**src/rtl/shift595_scan.sv**
```systemverilog
// Multiplexed 7-segment scanner feeding a chained pair of 74HC595s (segment byte, then select byte).
// Frames are double-buffered so a display update never tears mid-scan.
module shift595_scan #(
   parameter int unsigned NDIGITS        = 4,
   parameter int unsigned DIVIDER        = 1024,
   parameter int unsigned SEG_ACTIVE_LOW = 1,
   parameter int unsigned DIG_ACTIVE_LOW = 0,
   parameter int unsigned LZ_BLANK       = 0
) (
   input  logic                   SYSCLK,
   input  logic                   RSTn,
   input  logic [4*NDIGITS-1:0]   VALUE,
   input  logic [NDIGITS-1:0]     DP,
   input  logic [NDIGITS-1:0]     BLANK,
   input  logic                   LOAD,
   output logic                   SCK,
   output logic                   LATCH,
   output logic                   DO,
   output logic                   FRAME
);

   localparam int unsigned DIV_W = (DIVIDER > 2) ? $clog2(DIVIDER) : 1;
   localparam int unsigned DIG_W = (NDIGITS > 1) ? $clog2(NDIGITS) : 1;
   localparam int unsigned VAL_W = 4 * NDIGITS;

   typedef enum logic [1:0] {SLO, SHI, LAT} state_t;

   state_t             state_q, state_d;
   logic [DIV_W-1:0]   div_cnt;
   logic [3:0]         bit_q, bit_d;
   logic [DIG_W-1:0]   digit_q, digit_d;
   logic               sck_d, latch_d, do_d, frame_d;
   logic               tick, copy;

   logic [VAL_W-1:0]   pend_value, act_value, new_value, src_value;
   logic [NDIGITS-1:0] pend_dp, act_dp, new_dp, src_dp;
   logic [NDIGITS-1:0] pend_blank, act_blank, new_blank, src_blank;

   logic [3:0]         nib;
   logic               dp_bit, blank_bit, lz_hit, zero_run;
   logic [6:0]         glyph;
   logic [7:0]         seg_raw, seg, sel_raw, sel;
   logic [15:0]        word;

   function automatic logic [6:0] hex_font(input logic [3:0] n);
      case (n)
         4'h0: hex_font = 7'h3F;
         4'h1: hex_font = 7'h06;
         4'h2: hex_font = 7'h5B;
         4'h3: hex_font = 7'h4F;
         4'h4: hex_font = 7'h66;
         4'h5: hex_font = 7'h6D;
         4'h6: hex_font = 7'h7D;
         4'h7: hex_font = 7'h07;
         4'h8: hex_font = 7'h7F;
         4'h9: hex_font = 7'h6F;
         4'hA: hex_font = 7'h77;
         4'hB: hex_font = 7'h7C;
         4'hC: hex_font = 7'h39;
         4'hD: hex_font = 7'h5E;
         4'hE: hex_font = 7'h79;
         default: hex_font = 7'h71;
      endcase
   endfunction

   assign tick = (div_cnt == DIV_W'(DIVIDER - 1));
   assign copy = tick && (state_q == SLO) && (bit_q == 4'd0) && (digit_q == '0);

   // A LOAD coinciding with the copy tick goes straight into the new frame
   assign new_value = LOAD ? VALUE : pend_value;
   assign new_dp    = LOAD ? DP    : pend_dp;
   assign new_blank = LOAD ? BLANK : pend_blank;
   assign src_value = copy ? new_value : act_value;
   assign src_dp    = copy ? new_dp    : act_dp;
   assign src_blank = copy ? new_blank : act_blank;

   always_ff @(posedge SYSCLK) begin
      if (!RSTn) div_cnt <= '0;
      else if (tick) div_cnt <= '0;
      else div_cnt <= div_cnt + DIV_W'(1);
   end

   always_ff @(posedge SYSCLK) begin
      if (!RSTn) begin
         pend_value <= '0;
         pend_dp    <= '0;
         pend_blank <= '0;
         act_value  <= '0;
         act_dp     <= '0;
         act_blank  <= '0;
      end else begin
         if (LOAD) begin
            pend_value <= VALUE;
            pend_dp    <= DP;
            pend_blank <= BLANK;
         end
         if (copy) begin
            act_value <= new_value;
            act_dp    <= new_dp;
            act_blank <= new_blank;
         end
      end
   end

   // Current digit word; zero_run tracks "this and every higher nibble is zero"
   always_comb begin
      nib       = 4'h0;
      dp_bit    = 1'b0;
      blank_bit = 1'b0;
      lz_hit    = 1'b0;
      zero_run  = 1'b1;
      for (int d = int'(NDIGITS) - 1; d >= 0; d--) begin
         zero_run = zero_run && (src_value[4*d +: 4] == 4'h0);
         if (digit_q == DIG_W'(d)) begin
            nib       = src_value[4*d +: 4];
            dp_bit    = src_dp[d];
            blank_bit = src_blank[d];
            lz_hit    = zero_run && (d != 0);
         end
      end
      glyph   = (blank_bit || ((LZ_BLANK != 0) && lz_hit)) ? 7'h00 : hex_font(nib);
      seg_raw = {dp_bit && !blank_bit, glyph};
      sel_raw = 8'(1) << digit_q;
      seg     = (SEG_ACTIVE_LOW != 0) ? ~seg_raw : seg_raw;
      sel     = (DIG_ACTIVE_LOW != 0) ? ~sel_raw : sel_raw;
      word    = {seg, sel};
   end

   always_comb begin
      state_d = state_q;
      bit_d   = bit_q;
      digit_d = digit_q;
      sck_d   = SCK;
      latch_d = LATCH;
      do_d    = DO;
      frame_d = 1'b0;
      if (tick) begin
         case (state_q)
            SLO: begin
               sck_d   = 1'b0;
               latch_d = 1'b0;
               do_d    = word[4'd15 - bit_q];
               state_d = SHI;
            end
            SHI: begin
               sck_d = 1'b1;
               if (bit_q == 4'd15) begin
                  state_d = LAT;
               end else begin
                  bit_d   = bit_q + 4'd1;
                  state_d = SLO;
               end
            end
            LAT: begin
               sck_d   = 1'b0;
               latch_d = 1'b1;
               bit_d   = 4'd0;
               state_d = SLO;
               if (digit_q == DIG_W'(NDIGITS - 1)) begin
                  digit_d = '0;
                  frame_d = 1'b1;
               end else begin
                  digit_d = digit_q + DIG_W'(1);
               end
            end
            default: state_d = SLO;
         endcase
      end
   end

   always_ff @(posedge SYSCLK) begin
      if (!RSTn) begin
         state_q <= SLO;
         bit_q   <= 4'd0;
         digit_q <= '0;
         SCK     <= 1'b0;
         LATCH   <= 1'b0;
         DO      <= 1'b0;
         FRAME   <= 1'b0;
      end else begin
         state_q <= state_d;
         bit_q   <= bit_d;
         digit_q <= digit_d;
         SCK     <= sck_d;
         LATCH   <= latch_d;
         DO      <= do_d;
         FRAME   <= frame_d;
      end
   end

endmodule
```
**config.mk**
```make
export PLATFORM = sky130hd
export DESIGN_NAME = shift595_scan
export DESIGN_NICKNAME = d
export VERILOG_FILES = /design/src/rtl/shift595_scan.sv
export SDC_FILE = /design/constraint.sdc
export NUM_CORES = 1
export LEC_CHECK = 0
export BUFFER_PORTS_ARGS = -buffer_cell sky130_fd_sc_hd__buf_2
export CORE_MARGIN = 2
export CORE_UTILIZATION = 56
export CTS_BUF_LIST = sky130_fd_sc_hd__clkbuf_4 sky130_fd_sc_hd__clkbuf_8
export CTS_CLUSTER_DIAMETER = 200
export CTS_CLUSTER_SIZE = 25
export DETAILED_ROUTE_END_ITERATION = 8
export PLACE_DENSITY_LB_ADDON = 0.1
export SETUP_SLACK_MARGIN = 0.5
export SLEW_MARGIN = 30
export SYNTH_ARGS = -nofsm -noshare
export SYNTH_HDL_FRONTEND = slang
export SYNTH_SLANG_ARGS = --single-unit
export TNS_END_PERCENT = 5
```
**constraint.sdc**
```tcl
create_clock -name SYSCLK -period 3.83 [get_ports SYSCLK]
set_clock_uncertainty 0.1 [all_clocks]
set_input_delay 0.1915 -clock SYSCLK [delete_from_list [all_inputs] [get_ports SYSCLK]]
set_output_delay 0.1915 -clock SYSCLK [all_outputs]
set_load 0.005 [all_outputs]
```
Word-level counts from Yosys, hierarchy flattened

Memories as Yosys holds them, arrays and structs flattened.
Cells that the tools add are included.

Bits in writable memories: 0
Register bits: 70
Memory bits (read-only): 112
Memories kept: 1
Bits in latches: 0

Reduce and logical (&&, ||, !) cells: 19
Multiplexer cells: 29
$mul: 0
Equality and inequality tests: 8
Shift operators: 1
Bitwise operators: 2
Order comparisons: 1
Divide/modulo/power cells: 0
$add $sub $neg: 4

Memory list:

| memory          | depth | width | read ports | clocked after Yosys merged registers in | wr ports | RTL line | RTL |
|---|---|---|---|---|---|---|---|
| (no name shown) | 16    | 7     | 1          | 0                                       | 0        | 46       | `case (n)` |

Operators by type and width:

| cell                    | count |
|---|---|
| $mux W4                 | 9 |
| $mux W16                | 2 |
| $add A10 B1 Y10 const B | 1 |
| $eq A10 B10 Y1 const B  | 1 |
| $mux W1                 | 10 |
| $not A8 Y8              | 1 |
| $pmux W4 S2             | 1 |
| $reduce_and A2 Y1       | 4 |
| $shl A1 B2 Y8 const A   | 1 |
| $mux W7                 | 1 |
| $eq A2 B2 Y1 const B    | 3 |
| $reduce_and A3 Y1       | 2 |
| $reduce_bool A2 Y1      | 3 |
| $lt A4 B5 Y1 const B    | 1 |
| $add A4 B1 Y4 const B   | 1 |
| $bmux W1 S4             | 1 |
| $eq A2 B1 Y1 const B    | 2 |
| $eq A4 B4 Y1 const B    | 1 |
| $logic_and A1 B1 Y1     | 4 |
| $logic_not A2 Y1        | 2 |
| $logic_not A4 Y1        | 1 |
| $mux W2                 | 2 |
| $pmux W1 S2             | 2 |
| $pmux W2 S2             | 1 |
| other kinds (6)         | 7 |

Logic depth before layout (Yosys ltp)

Gate-level depths: netlist of the first run.

Depth after elaboration: 14
Gate-level depth with buffers: 18
Mapped depth without buffers: 14

Least setup slack after synthesis of the first run

Ideal clock, no wire load.

Path type: register to register
Start point: register bit_q[0]
End point: register DO
Slack: -0.022 ns
Required time: 3.614 ns
Path buffers: 4
Stages on the path, launching flop included: 18
Clock period less this slack: 3.852 ns
Library setup time: 0.116 ns
Arrival time: 3.635 ns
Cell sequence: dfxtp_1 > clkbuf_1 > inv_1 > ha_1 > or4b_1 > or4_1 > buf_2 > buf_6 > buf_6 > mux2_1 > a2bb2oi_2 > o21ai_1 > inv_1 > ha_1 > and4_1 > nor4b_1 > nand4_1 > a41o_1

Longest elaborated chain between the ends: 13
Elaborated cells on any way between the ends: 26
Those cells by class: add/sub (1); mux (18); bitwise (1); reduce/logical (5); memory (1)

RTL lines:

| element                                            | RTL line | RTL |
|---|---|---|
| from (decl)                                        | 30       | `logic [3:0] bit_q, bit_d;` |
| from (signal assigned)                             | 182      | `bit_q <= bit_d;` |
| $logic_not A4 Y1                                   | 67       | `assign copy = tick && (state_q == SLO) && (bit_q == 4'd0) && (digit_q == '0);` |
| $logic_and A1 B1 Y1 (2 in series)                  | 67       |  |
| $mux W16 or $mux W4 (tied branches)                | -        |  |
| $mux W4 or $mux W1 (tied branches) (4 in series)   | 114      | `if (digit_q == DIG_W'(d)) begin` |
| $mem_v2 Z16 W7 or $logic_not A1 Y1 (tied branches) | -        |  |
| $mux W7 or $logic_and A1 B1 Y1 (tied branches)     | 121, 122 |  |
| $not A8 Y8                                         | 124      | `seg = (SEG_ACTIVE_LOW != 0) ? ~seg_raw : seg_raw;` |
| $bmux W1 S4 (*)                                    | 142      | `do_d = word[4'd15 - bit_q];` |
| $mux W1 (implied by the code) (*)                  | 142      |  |
| to (signal assigned)                               | 186      | `DO <= do_d;` |
| to (decl)                                          | 18       | `output logic DO,` |

Every way passes the cells marked *; elsewhere a longest branch is shown, timed or not. The select of a mux whose other input is x is not followed.
A chain may end at the register's enable or synchronous reset.

Worst setup path after layout of the first run

Start point: register bit_q[1]
End point: register DO

The elaborated chain is that of the path after synthesis.

==> results.md, run 1 <==
* Placed Area at between 0.003 and 0.004 sq mm
* GP Congestion at 0.902
* Iter 0 DRT Violations at just under 200
* # setup viols final at 0
* Final Slew Violations at 0
* Final HPWL DP at 4780 um
* Grt ovf at 0
* H-tree depth reported by CTS at 3
* Outcome: completed
* Synthesis Warnings at 0
* Clock-pin slew on the worst setup and hold paths at 0.08 ns
* Post-synth EDFFs at 0
* Max clock buf depth at 2
* Final hold violations at 0
* Maxcap violations at 0
* CP max stage cell: or4_4
* Initial Util at between 50% and 60%
* Yosys cell types at 58
* DIE HEIGHT at 83.7 um
* Post-synth top area share at 39.4%
* DP Worst Slack at 0.162 ns
* CTS sink cnt at 70
* Worst Setup Start Kind: flip-flop
* Drt wl/cell at 14.4 um
* Syn_nets at 430
* Num CTS Buffers at 9
* Die Wd at 83.7 um
* Commonest cells post-synth: dfxtp_1, nor2b_1, mux2i_1
* Worst setup path category: reg2reg
* Worst-Margin Slew at 0.585 ns
* WHS at about 0.02 ns
* Fin util at slightly below 70%
* Mean Syn Cell Area at 9.12 sq um
* Count leader, synth: dfxtp_1
* CORE AREA at 0.00624 sq mm
* Maximum clock rate at 0.281 GHz
* Main flop type after synthesis: dfxtp_1
* Fillers at 500
* Max incr delay on CP at 0.51 ns
* # IOs at 31
* Ys async rst share at 0%
* Final cycle utilization of the critical path at 93.0%
* Largest area contributor in the netlist: dfxtp_1
* Post-DR vias/cell at 5.48
* Share of cells above drive strength 1 at 25.1%
* Max VDD drop at approximately 0.24 mV
* Setup Total Neg Slack at 0 ns
* Hold Crit Class: in2reg
* Area delta synth->final at 20.9%
* Placed Cells at 481
* Largest net degree at the start of global routing at 65
* Routed wire length at 7380 um
* Mapped Area at 0.00356 sq mm
* Post-cts hold buffer count at 0
* First-pass DRT Iterations at 4
* Total track usage at 21.9%
* Synth top area cells: dfxtp_1, mux2i_1, nor2b_1, ha_1, nand2_1
* Die area at 0.00701 sq mm
* FP Rows at 29
* RSZ-0062 raised after global routing: yes
* Global-route wire length before repair at 12500 um
* Crit path required time at 3.99 ns
* Final worst slack at 0.267 ns
* Inserted Diodes at 0
* # nets final at 470
* Critical Path End Type: flip-flop
* Crit-path max FO at 8
* Post-Synthesis Cells at 390
* Cell Count, Final, Fillers Out at 512
* Clk Latency, worst-skew pair at 0.36 ns
* ANT nets after route at 0
* Post-route cell area at 0.00430 sq mm
* #FFs+latches synth at 70
* Initial antenna violation count at 0
* Rel. slew slack at 61.0%
* Number of global-route vias before repair at 2693
* CTS Root Cell: clkbuf_8
* DRC viols at 0
* Worst EP arrival at between 3 and 4 ns
* IO buf count at 30
* TritonCTS clock tree: yes
* Crit path time final at 3.56 ns
* Sequential element share of the synthesized area at 39.4%
* CP cell instances: inv_2 > ha_4 > or4b_4 > or4_4 > buf_12 > mux2i_4 > a221oi_2 > o21ai_2 > buf_4 > ha_1 > and3_1 > a311oi_1 > o21ai_1 > a41o_1
* Total power at ~1.6 mW
* Via count at 2805
* Pwr Density at 365 mW/mm^2
* Lkg Pwr at 1.88 nW
-- path summary, 6_finish.rpt --
check / start / endpoint / slack [ns] / cells past startpoint
min: DP[3] / pend_dp[3] / 0.02 / 3
max: bit_q[1] / DO / 0.27 / 14
max reg2reg: bit_q[1] / DO / 0.27 / 14
min reg2reg: div_cnt[0] / div_cnt[0] / 0.37 / 1
-- cell type report --
class                           count  area (sq um)  area share (%)
Timing Repair Buffer               55           392            9.10
Tap cell                           77          96.3            2.24
Sequential cell                    70          1400            32.6
Clock inverter                      6           109            2.53
Inverter                           15          56.3            1.31
Clock buffer                       10           138            3.20
Multi-Input combinational cell    279          2110            49.0
-- routing by layer --
| layer | up-vias | GRT usage, % | routed length [um] |
|---|---|---|---|
| met1 | 1297 | 31.1 | 3610 |
| met2 | 56 | 31.9 | 3230 |
| met4 | 0 | 11.0 | 218 |
| met3 | 18 | 4.06 | 326 |
| met5 | - | 0 | 0 |
| li1 | 1434 | - | - |
-- critical path: cells and delay by family, from the launching register on --
family	cells	cell delay, ns
compound gates	5	1.02
fa+ha+maj	2	0.33
buf+inv	3	0.41
flops	1	0.33
mux	1	0.18
simple gates	3	1.10
-- placed cells by master, fill, tap and decap left out, types with 4 or more instances in the layout --
cell | Yosys | routed
inv_1 | 15 | 11
mux2_2 | 9 | 9
xor2_1 | 6 | 6
clkbuf_8 | 0 | 10
nor2b_1 | 34 | 34
o21ai_0 | 12 | 10
nand3_1 | 12 | 12
a21boi_0 | 4 | 4
nand2_1 | 28 | 28
dfxtp_1 | 70 | 69
buf_2 | 3 | 30
buf_4 | 0 | 21
nor3_1 | 4 | 4
xnor2_1 | 4 | 4
and3_1 | 4 | 4
ha_1 | 13 | 10
nor2_1 | 28 | 26
and2_1 | 14 | 14
inv_2 | 0 | 4
nand4_1 | 6 | 6
o211a_1 | 10 | 10
mux2i_1 | 31 | 29
a21oi_1 | 9 | 8
-- where the power goes --
| group | switching (mW) | internal, mW | leakage, nW |
|---|---|---|---|
| clock network | 0.283 | 0.449 | 0.126 |
| logic | 0.0422 | 0.0431 | 1.19 |
| registers | 0.00759 | 0.747 | 0.570 |
-- kinds of logic (layout without fill, tap and decap cells) --
family          Yosys count  count (layout)  synth area share (%)
buf+inv                  41              86                  5.06
fa+ha+maj                13              13                  4.57
xor+xnor                 10              10                  2.46
simple gates            148             148                  22.2
flops                    70              70                  39.4
mux                      42              42                  12.5
compound gates           66              66                  13.8
-- registers in the layout, summed over array words and instances, names as in the netlist --
name        count
act_blank       4
act_value      16
digit_q         2
FRAME           1
LATCH           1
pend_blank      4
pend_dp         4
state_q         2
act_dp          4
bit_q           4
SCK             1
DO              1
pend_value     16
div_cnt        10
-- timing repair --
action | 4_1_cts | 5_1_grt
gates resized for setup | 8 | 17
pin swaps | 2 | 14
buffers inserted | 3 | 10
cloned | 0 | 1
endpoints found under the setup margin | 1 | 1
No activity file was read; power rests on OpenSTA's default activity.
==> run 2: changes to the inputs <==
CORE_UTILIZATION = 54   (was 56)
CTS_BUF_LIST = sky130_fd_sc_hd__clkbuf_16   (was sky130_fd_sc_hd__clkbuf_4 sky130_fd_sc_hd__clkbuf_8)
==> results.md, run 2 (same netlist as run 1, synthesis figures left out) <==
* Worst Setup SP: bit_q[1]
* CP cell instances: inv_1 > ha_2 > or4b_1 > or4_4 > buf_12 > mux2i_1 > a221oi_2 > o21ai_2 > inv_2 > ha_2 > nand2_1 > or3_1 > a31o_1 > nand4_1 > a41o_1
* Worst Setup Start Kind: flip-flop
* Maxcap violations at 0
* Die area at slightly above 0.007 sq mm
* Hold Crit Class: in2reg
* Rel. slew slack at 37.9%
* Maximum clock rate at 0.281 GHz
* CTS Root Cell: clkbuf_16
* Routed wire length at around 7000 um
* Die Wd at approximately 85 um
* Iter 0 DRT Violations at 125
* Initial antenna violation count at 0
* Worst-Margin Slew at 0.931 ns
* Grt ovf at 0
* Critical Path End Type: flip-flop
* Final cycle utilization of the critical path at 93.0%
* Worst R2R Setup Slack at 0.27 ns
* H-tree depth reported by CTS at 3
* RSZ-0062 raised after global routing: yes
* Largest delay share family, worst path: simple AND/OR/NAND/NOR gates
* Worst EP arrival at between 3 and 4 ns
* CP max stage cell: or4b_1
* Clock-pin slew on the worst setup and hold paths at around 0.05 ns
* Largest net degree at the start of global routing at between 60 and 70
* CORE AREA at 0.00635 sq mm
* Worst setup path category: reg2reg
* Post-DR vias/cell at 5.57
* ANT nets after route at 0
* Outcome: completed
* Setup Total Neg Slack at 0 ns
* Crit path required time at 4.00 ns
* CP bufs+invs at 3
* Largest regs: act_value (16), pend_value (16), div_cnt (10)
* Clk Latency, worst-skew pair at about 0.33 ns
* # nets final at 460
* TritonCTS clock tree: yes
* IO buf count at 30
* Min-delay src: BLANK[1]
* CTS sink cnt at 70
* # IOs at 31
* Final HPWL DP at 5000 um
* Lkg Pwr at 1.82 nW
* Crit-path max FO at 30
* Commonest non-fill, non-tap cell in the layout: dfxtp_1
* Global-route wire length before repair at 12400 um
* Final hold violations at 0
* DRC viols at 0
* Via count at approximately 2800
* Worst R2R Start: bit_q[1]
* Post-cts hold buffer count at 0
* Total track usage at a little over a fifth
* GP Congestion at approximately 0.88
* # setup viols final at 0
* DIE HEIGHT at 85.2 um
* Share of cells above drive strength 1 at 20.5%
* Final Slew Violations at 0
* Max incr delay on CP at 0.44 ns
* Inserted Diodes at 0
* Max clock buf depth at 2
* Pwr Density at 378 mW/mm^2
* Number of global-route vias before repair at between 2000 and 3000
* Crit path time final at around 3.6 ns
* Most frequent cells in the layout: dfxtp_1, nor2b_1, mux2i_1, buf_2
* Drt wl/cell at 14.3 um
* Area delta synth->final at 15.8%
* FP Rows at 29
* Num CTS Buffers at 9
* Fin util at 64.9%
* Initial Util at 56.0%
* Most common cell type on the critical path: ha_2
* First-pass DRT Iterations at 4
* Max VDD drop at 0.303 mV
[run 2: tightest hold or removal path, delay by kind of cell]
kind / cells / cell delay, ns
simple gates: 1 / 0.10
buf+inv: 1 / 0.08
mux: 1 / 0.08
[run 2: final cells by class]
type / instances / area [sq um]
fill: 550 / 2230
multi-input combinational: 279 / 2030
sequential: 70 / 1400
timing repair buffer: 45 / 275
clock buffer: 9 / 225
tap: 77 / 96.3
inverter: 15 / 56.3
clock inverter: 7 / 33.8
[run 2: per-layer routing]
metal	wire, um	track usage [%]	vias to the layer above
li1	-	-	1420
met1	3670	29.4	1297
met2	3090	32.3	70
met3	304	4.67	11
met4	125	8.95	0
met5	0	0	-
[run 2: path summary, 6_finish.rpt]
check / end / depth (start not counted)
max: DO / 15
min: pend_blank[1] / 3
max reg2reg: DO / 15
min reg2reg: div_cnt[0] / 1
[run 2: what timing repair did]
| item | 4_1_cts | 5_1_grt |
|---|---|---|
| setup buffers | 5 | 0 |
| endpoints found under the setup margin | 1 | 1 |
| gates resized for setup | 5 | 0 |
| pin swaps | 3 | 0 |
[run 2: report_power, final]
group          switching (mW)  total, mW  internal, mW  leakage, nW
sequential            0.00741      0.755         0.748        0.569
combinational          0.0408     0.0813        0.0405         1.12
clock                   0.294      0.721         0.427        0.135
total                   0.343       1.56          1.22         1.82
[run 2: metrics by stage]
stage               instance area [sq um]  total power, mW  cells  hold WS, ns  setup slack, ns
floorplan                            3600            0.825    390        0.275            0.239
global placement                     3800            0.850    481        0.341            0.247
detailed placement                   3800            0.853    481        0.354            0.117
CTS                                  4120             1.57    502       0.0545            0.313
global route                         4120             1.62    502       0.0695            0.125
finish                               4120             1.56    502       0.0547            0.269
==> run 3: changes to the inputs <==
ABC_AREA = 1   (was not set)
CORE_UTILIZATION = 53   (was 54)
==> results.md, run 3 <==
* Maximum clock rate at 0.328 GHz
* Crit path required time at 3.99 ns
* Iter 0 DRT Violations at 165
* Pwr Density at 400 mW/mm^2
* Final Slew Violations at 0
* Outcome: completed
* Share of cells above drive strength 1 at a little under a fifth
* Global-route wire length before repair at 12200 um
* Hold Crit Class: in2reg
* Largest area contributor in the netlist: dfxtp_1
* Post-cts hold buffer count at 0
* CTS Root Cell: clkbuf_16
* Worst-Margin Slew at 0.942 ns
* Mean Syn Cell Area at 7.61 sq um
* Maxcap violations at 0
* ANT nets after route at 0
* Lkg Pwr at 1.80 nW
* Routed wire length at 7330 um
* Largest net degree at the start of global routing at 56
* Multi-input gate area at 0.00176 sq mm
* Worst Setup Start Kind: flip-flop
* Worst setup path category: reg2reg
* Post-DR vias/cell at 5.19
* Main flop type after synthesis: dfxtp_1
* Synthesis Warnings at 0
* Worst EP arrival at 3.21 ns
* Mapped Area at 0.00340 sq mm
* Clock-pin slew on the worst setup and hold paths at around 0.05 ns
* # setup viols final at 0
* Crit path time final at 3.05 ns
* Clk Latency, worst-skew pair at between 0.3 and 0.4 ns
* Max incr delay on CP at 0.33 ns
* RSZ-0062 raised after global routing: no
* Total track usage at a little over a fifth
* Commonest cells post-synth: nand2_1, nor2_1, dfxtp_1
* Syn_nets at 487
* FF/Latch Area at 0.00140 sq mm
* Sequential element share of the synthesized area at 41.2%
* Area delta synth->final at 17.5%
* Most frequent cells in the layout: nand2_1, nor2_1, dfxtp_1, inv_1, nand3_1
* Setup Total Neg Slack at 0 ns
* #FFs+latches synth at 70
* DRC viols at 0
* CORE AREA at 0.00628 sq mm
* CP cell instances: inv_1 > ha_1 > nand2_4 > nor3_4 > buf_4 > nand3_1 > nand3_1 > nand3_1 > nand2_1 > nand2_2 > inv_2 > ha_2 > nand3_1 > nand3_1 > nand2_1 > a21oi_1 > nand2_1 > nand2_1 > nand2_1 > nand2_1 > nand2_1 > a21oi_2
* Die Wd at 84.1 um
* GP Congestion at 0.836
* Rel. slew slack at 37.2%
* Total power at 1.60 mW
* TritonCTS clock tree: yes
* Post-synth EDFFs at 0
* Post-synth top area share at 41.2%
* Max VDD drop at slightly below 0.4 mV
* Final cycle utilization of the critical path at 79.7%
* Fillers at 563
* Yosys cell types at 34
* Final hold violations at 0
* CP bufs+invs at 3
* CTS sink cnt at 70
* Largest regs: act_value (16), pend_value (16), div_cnt (10)
* Drt wl/cell at around 13 um
* Num CTS Buffers at 9
* Post-Synthesis Cells at ~450
* Final HPWL DP at 5040 um
* Die area at just over 0.007 sq mm
* # IOs at 31
* Most common cell type on the critical path: nand2_1
* FP Rows at 29
* Initial Util at 54.2%
* Commonest non-fill, non-tap cell in the layout: nand2_1
* DIE HEIGHT at 84.1 um
* First-pass DRT Iterations at 4
* CP max stage cell: dfxtp_1
* Number of global-route vias before repair at 2758
* H-tree depth reported by CTS at 3
* Inserted Diodes at 0
* Ys async rst share at 0%
* IO buf count at 30
* Initial antenna violation count at 0
* Via count at 2954
* Largest delay share family, worst path: simple AND/OR/NAND/NOR gates
* Grt ovf at 0
* DP Worst Slack at ~0.52 ns
* Count leader, synth: nand2_1
* # nets final at 527
* Critical Path End Type: flip-flop
* Max clock buf depth at 2
* Crit-path max FO at 8
* Synth top area cells: dfxtp_1, nand2_1, nor2_1, mux2i_1, nand3_1
* Final worst slack at 0.779 ns
[run 3: cell count changes after synthesis, sizes merged, moves of 8 or more]
cell,before,now
a21oi,9,17
and2,14,0
clkbuf,18,4
inv,15,46
mux2,10,0
nand2,28,84
nand3,12,45
nor2,29,77
nor2b,34,0
o211a,10,0
[run 3: kinds of logic after synthesis]
group | synth area share [%]
flip-flops | 41.2
adder cells (fa/ha/maj) | 4.78
multiplexers | 7.06
AND/OR/NAND/NOR | 29.1
AO/OA/AOI/OAI | 9.56
buffers and inverters | 8.31
[run 3: worst paths after layout]
kind                            startpoint            end  slack [ns]  depth (start not counted)
worst max-delay path            digit_q[0]             DO        0.78                         22
worst min register to register  div_cnt[0]     div_cnt[0]        0.36                          1
worst min-delay path              BLANK[1]  pend_blank[1]        0.03                          3
worst max register to register  digit_q[0]             DO        0.78                         22
[run 3: cell type report]
type                       instances  share of cell area (%)
multi-input combinational        313                    44.0
sequential                        70                    35.1
timing repair buffer              46                    6.85
clock buffer                       9                    5.63
inverter                          47                    4.51
tap                               77                    2.41
clock inverter                     7                    1.44
[run 3: worst min-delay path, stage by stage]
cell and delay, ns:
buf_2 0.08, mux2i_1 0.07, nor2_1 0.08
[run 3: metrics by stage]
step | utilization, % | hold slack (ns) | instance area [sq um] | cells
2_1_floorplan | - | 0.214 | 3400 | 447
3_3_place_gp | 57.1 | 0.331 | 3590 | 542
3_5_place_dp | 57.1 | 0.345 | 3590 | 542
4_1_cts | 61.7 | 0.0286 | 3870 | 558
5_1_grt | 63.7 | 0.0540 | 4000 | 569
6_report | 63.7 | 0.0297 | 4000 | 569
[run 3: power by group]
group	leakage (nW)	internal (mW)	switching, mW
clock	0.143	0.493	0.288
combinational	1.09	0.0276	0.0392
sequential	0.570	0.746	0.00531
total	1.80	1.27	0.333
[run 3: metal layers]
metal	part of all wire, %	global-route usage (%)	vias to the layer above
met5	0	0	-
met4	2.4	9.24	0
met3	3.9	4.45	18
met2	47	33.0	66
met1	47	27.9	1336
li1	-	-	1534
[run 3: repair_timing]
| action | in CTS | in global routing |
|---|---|---|
| setup buffers | 0 | 10 |
| pin swaps | 0 | 3 |
| cloned | 0 | 1 |
| gates resized for setup | 1 | 15 |
| setup endpoints to repair | 1 | 1 |
